## config.mk

```make
export PLATFORM = sky130hd
export DESIGN_NAME = pipe_skid_stage
export DESIGN_NICKNAME = d
export VERILOG_FILES = /design/src/rtl/pipe_pkg.sv /design/src/rtl/pipe_slot.sv /design/src/rtl/pipe_skid_stage.sv
export SDC_FILE = /design/constraint.sdc
export NUM_CORES = 1
export LEC_CHECK = 0
export BUFFER_PORTS_ARGS = -buffer_cell sky130_fd_sc_hd__buf_2
export CORE_MARGIN = 2
export CORE_UTILIZATION = 56
export CTS_BUF_LIST = sky130_fd_sc_hd__clkbuf_2 sky130_fd_sc_hd__clkbuf_4 sky130_fd_sc_hd__clkbuf_8
export DETAILED_ROUTE_END_ITERATION = 16
export MAX_ROUTING_LAYER = met4
export PLACE_DENSITY_LB_ADDON = 0.1
export RECOVER_POWER = 25
export SYNTH_ARGS = -nofsm -noshare
export SYNTH_HDL_FRONTEND = slang
export SYNTH_SLANG_ARGS = --single-unit
```

## constraint.sdc

```tcl
create_clock -name clock -period 2.1 [get_ports clock]
set_clock_uncertainty 0.2 [all_clocks]
set_input_delay 0.315 -clock clock [delete_from_list [all_inputs] [get_ports clock]]
set_output_delay 0.315 -clock clock [all_outputs]
set_load 0.02 [all_outputs]
```

## src/rtl/pipe_pkg.sv

```systemverilog
// rtl/pipe_pkg.sv - shared state encoding and bubble control constant for the skid stage
package pipe_pkg;

  typedef enum logic [1:0] {
    ST_EMPTY = 2'd0,
    ST_ONE   = 2'd1,
    ST_FULL  = 2'd2
  } state_e;

  localparam logic [12:0] BUBBLE_CTRL_DEFAULT = 13'h0059;

endpackage

```

## src/rtl/pipe_slot.sv

```systemverilog
// rtl/pipe_slot.sv - load-enabled payload+control register with async active-low clear
module pipe_slot #(
  parameter int W = 8
) (
  input  logic         clock,
  input  logic         reset,
  input  logic         load,
  input  logic [W-1:0] d,
  output logic [W-1:0] q
);

  logic [W-1:0] slot_q;

  // Capture d on load; clear to zero while reset is low.
  always_ff @(posedge clock or negedge reset) begin
    if (!reset) begin
      slot_q <= '0;
    end else if (load) begin
      slot_q <= d;
    end
  end

  assign q = slot_q;

endmodule

```

## src/rtl/pipe_skid_stage.sv

```systemverilog
// rtl/pipe_skid_stage.sv - two-slot registered skid stage with flush and bubble control
module pipe_skid_stage
  import pipe_pkg::*;
#(
  parameter int                 DATA_W      = 160,
  parameter int                 CTRL_W      = 13,
  parameter logic [CTRL_W-1:0]  BUBBLE_CTRL = BUBBLE_CTRL_DEFAULT
) (
  input  logic              clock,
  input  logic              reset,
  input  logic              in_valid,
  output logic              in_ready,
  input  logic [DATA_W-1:0] in_data,
  input  logic [CTRL_W-1:0] in_ctrl,
  input  logic              flush,
  output logic              out_valid,
  input  logic              out_ready,
  output logic [DATA_W-1:0] out_data,
  output logic [CTRL_W-1:0] out_ctrl,
  output logic [1:0]        occupancy
);

  localparam int SLOT_W = DATA_W + CTRL_W;

  state_e            state_q;
  state_e            state_d;
  logic              main_load;
  logic              skid_load;
  logic              main_from_skid;
  logic              in_xfer;
  logic              out_xfer;
  logic [SLOT_W-1:0] main_d;
  logic [SLOT_W-1:0] main_q;
  logic [SLOT_W-1:0] skid_q;

  // in_ready depends on state only, so out_ready never reaches it combinationally.
  assign in_ready  = (state_q != ST_FULL);
  assign out_valid = (state_q != ST_EMPTY);
  assign in_xfer   = in_valid & in_ready;
  assign out_xfer  = out_valid & out_ready;

  // Main is refilled either from the input or, when draining FULL, from skid.
  assign main_d = main_from_skid ? skid_q : {in_data, in_ctrl};

  // Out data always reflects main; when empty it keeps the last presented payload.
  assign out_data = main_q[SLOT_W-1:CTRL_W];
  assign out_ctrl = (state_q == ST_EMPTY) ? BUBBLE_CTRL : main_q[CTRL_W-1:0];

  pipe_slot #(.W(SLOT_W)) u_main (
    .clock (clock),
    .reset (reset),
    .load  (main_load),
    .d     (main_d),
    .q     (main_q)
  );

  pipe_slot #(.W(SLOT_W)) u_skid (
    .clock (clock),
    .reset (reset),
    .load  (skid_load),
    .d     ({in_data, in_ctrl}),
    .q     (skid_q)
  );

  // State register.
  always_ff @(posedge clock or negedge reset) begin
    if (!reset) begin
      state_q <= ST_EMPTY;
    end else begin
      state_q <= state_d;
    end
  end

  // Next state and slot load enables; flush drops everything and suppresses all loads
  // so the presented payload stays put while the stage reads as empty.
  always_comb begin
    state_d        = state_q;
    main_load      = 1'b0;
    skid_load      = 1'b0;
    main_from_skid = 1'b0;
    case (state_q)
      ST_EMPTY: begin
        if (in_xfer) begin
          main_load = 1'b1;
          state_d   = ST_ONE;
        end
      end
      ST_ONE: begin
        if (in_xfer && out_xfer) begin
          main_load = 1'b1;
        end else if (in_xfer) begin
          skid_load = 1'b1;
          state_d   = ST_FULL;
        end else if (out_xfer) begin
          state_d   = ST_EMPTY;
        end
      end
      ST_FULL: begin
        if (out_xfer) begin
          main_load      = 1'b1;
          main_from_skid = 1'b1;
          state_d        = ST_ONE;
        end
      end
      default: state_d = ST_EMPTY;
    endcase
    if (flush) begin
      state_d   = ST_EMPTY;
      main_load = 1'b0;
      skid_load = 1'b0;
    end
  end

  // Occupancy count per state.
  always_comb begin
    occupancy = 2'd0;
    case (state_q)
      ST_ONE:  occupancy = 2'd1;
      ST_FULL: occupancy = 2'd2;
      default: occupancy = 2'd0;
    endcase
  end

endmodule

```

==> flow_summary.ini <==
[route]
detail-route-antenna-nets = 0
drt_iter0_drc = 379
dr_total_vias = 10130
wl_mm = 36.13
wire_per_inst_um = 18.24
dr.pass1.iters = 4
vias_per_cell = 5.114
drcViolationCount = 0

[clocking]
numCtsBuffers = 56
clock_latency_ns = 0.59
cts_sinks = 348
htree_levels = 2
clkTransAtPathRegs_ns = 0.06
clockBufferDepth = 3
root_buffer = clkbuf_8
cts_tree = done

[outcome]
violations = negative setup slack
status = finished with violations

[grt]
grtUsageMet2_pct = 37.88
grt_first_pass_wirelength_mm = 56.30
grt_max_degree = 68
grt_pass1_vias = 10963
grt_most_used_layer = met2
gr-total-overflow = 0
antenna_found_initial = 2
grt_use_met1_pct = 29.12
groute.usage.overall_pct = 23.47
use_met3_pct = 5.853

[synth]
ys_types = 21
synth_warnings = 0
synth_seq_area_share_pct = 53.13
syn_area_per_cell_um2 = 14.69
netlist_instances = 1116
synth_seq_cells = 348
syn_area_um2 = 16390
synth_fp_nets = 1294

[placement]
dp_slack_ns = 0.04653
port-buffer-count = 354
dp.cells = 1678
dpl_cell_area_um2 = 17690
gp_congestion = 0.7712
dp_hpwl_mm = 22.94

[worst_setup_path]
cp_max_fo = 9
path_class = reg -> reg
cp-start-kind = flop
ff2ff_setup_slack_ns = -0.02
reg2reg_from = state_q[0]$_DFFE_PN0P_
end_kind = flop
startpoint = state_q[0]$_DFFE_PN0P_
r2r_end = u_main.q[54]$_DFFE_PN0P_
worstPathRequired_ns = 2.35
setup.worst_path.end = u_main.q[54]$_DFFE_PN0P_
ff2ff_path_depth = 8
arrival_ns = 2.38

[die]
dieArea_um2 = 30650
coreArea_um2 = 28780
top_level_ports = 355
start_util_pct = 56.95
die_w_um = 175.1
rows = 62
die_h_um = 175.1

[sta]
maxSlewViolCount = 0
grt_setup_unrepaired = true
relSlewSlack_pct = 41.11
worst_pin_slew_ns = 0.8834
finalCritPeriodShare_pct = 101.1
hold_violations = 0
period_minus_slack_ns = 2.123
worst_slack_ns = -0.02296
fmax_mhz = 471.0
final-setup-viol-count = 40

[cells_and_area]
final_cell_mix = 498 x mux2_2, 347 x dfrtp_1, 337 x buf_2
final_cells = 1981
final_nets = 1735
finalCoreUtilization_pct = 73.13
nFillCells = 1887
final_common_cell = mux2_2
final_layout_size_suffix_gt1_share_pct = 64.39
area_delta_synth_final_pct = 28.41
finish.instance_area_um2 = 21050

[power_and_ir_drop]
p_total_mw = 19.48
peakVddDrop_v = 0.0006980
leakagePower_nw = 9.847
powerDensity_nw_per_um2 = 925.6

[min_path]
hold_class = in -> reg

[job]
max-cap-violations = 0
[Yosys cell counts (all sizes together)]
cell type,count,area share (%)
inv,2,0.046
mux2,519,36
o21ai,1,0.031
or2,4,0.15
nand2b,1,0.038
nand2,1,0.038
o21bai,1,0.046
a21oi,2,0.061
buf,215,10
nand3,1,0.031
nor3,1,0.031
clkbuf,3,0.069
nor2b,13,0.54
nor2,2,0.046
dfrtp,348,53
nor3b,1,0.046
a21o,1,0.046
[per-layer routing]
| layer | routed length, um | vias up | part of all wire, % |
|---|---|---|---|
| met5 | 0 | - | 0 |
| met4 | 1047 | 0 | 2.9 |
| met3 | 2310 | 75 | 6.4 |
| met2 | 17440 | 298 | 48 |
| met1 | 15330 | 5114 | 42 |
| li1 | - | 4643 | - |
[power by group]
part,switching [mW],leakage (nW),internal (mW),total (mW)
registers,0.769,4.18,8.34,9.10
logic,2.16,5.07,2.41,4.57
clock network,2.57,0.602,3.23,5.81
[worst min path at each step]
stage	from	endpoint	slack, ns	cells past startpoint
after floorplan	reset	state_q[0]$_DFFE_PN0P_	-0.18	0
after global placement	reset	u_skid.q[78]$_DFFE_PN0P_	0.04	1
after detailed placement	reset	u_skid.q[78]$_DFFE_PN0P_	0.05	1
after CTS	in_valid	state_q[1]$_DFFE_PN0P_	0.03	4
after global routing	in_valid	state_q[1]$_DFFE_PN0P_	0.008	4
final	in_valid	state_q[1]$_DFFE_PN0P_	0.02	4
[worst max-delay path, cell delays in order, from the launching register on]
cell and delay, ns:
dfrtp_1 0.39, buf_4 0.15, nor2b_4 0.14, buf_12 0.15, o21ai_4 0.07, a21o_4 0.29
buf_12 0.17, clkbuf_16 0.17, mux2_2 0.27
[cells by family after synthesis]
family / share of synthesized area [%]
compound gates: 0.1832
buf+inv: 10.11
flops: 53.13
mux: 35.66
simple gates: 0.9236
[metrics by stage]
stage / hold WS, ns / setup TNS [ns]
after global placement: 0.04151 / 0
after floorplan: -0.1806 / 0
final: 0.01801 / -0.4719
after CTS: 0.03253 / -0.1520
after detailed placement: 0.04600 / 0
after global routing: 0.007996 / -5.622
[area by class of cell]
class                   count  area [um2]  area share, %
inverters                   2       7.507        0.03567
flip-flops and latches    348        8710          41.38
repair buffers            599        4584          21.78
clock buffers              88        1080          5.130
diodes                      2       5.005        0.02378
well taps                 384       480.5          2.283
clock inverters             8       45.04         0.2140
multi-input cells         550        6136          29.15
[timing repair]
item	4_1_cts	5_1_grt
cloned	1	10
pin swaps	1	1
hold buffers	179	2
resized for setup	29	24
hold endpoints to repair	696	6
setup endpoints to repair	14	74
buffers inserted	2	12
[state kept, by name (all words and copies together) (netlist names)]
signal and cells:
state_q 2, u_main.q 173, u_skid.q 173
(Power assumes the default switching activity.)
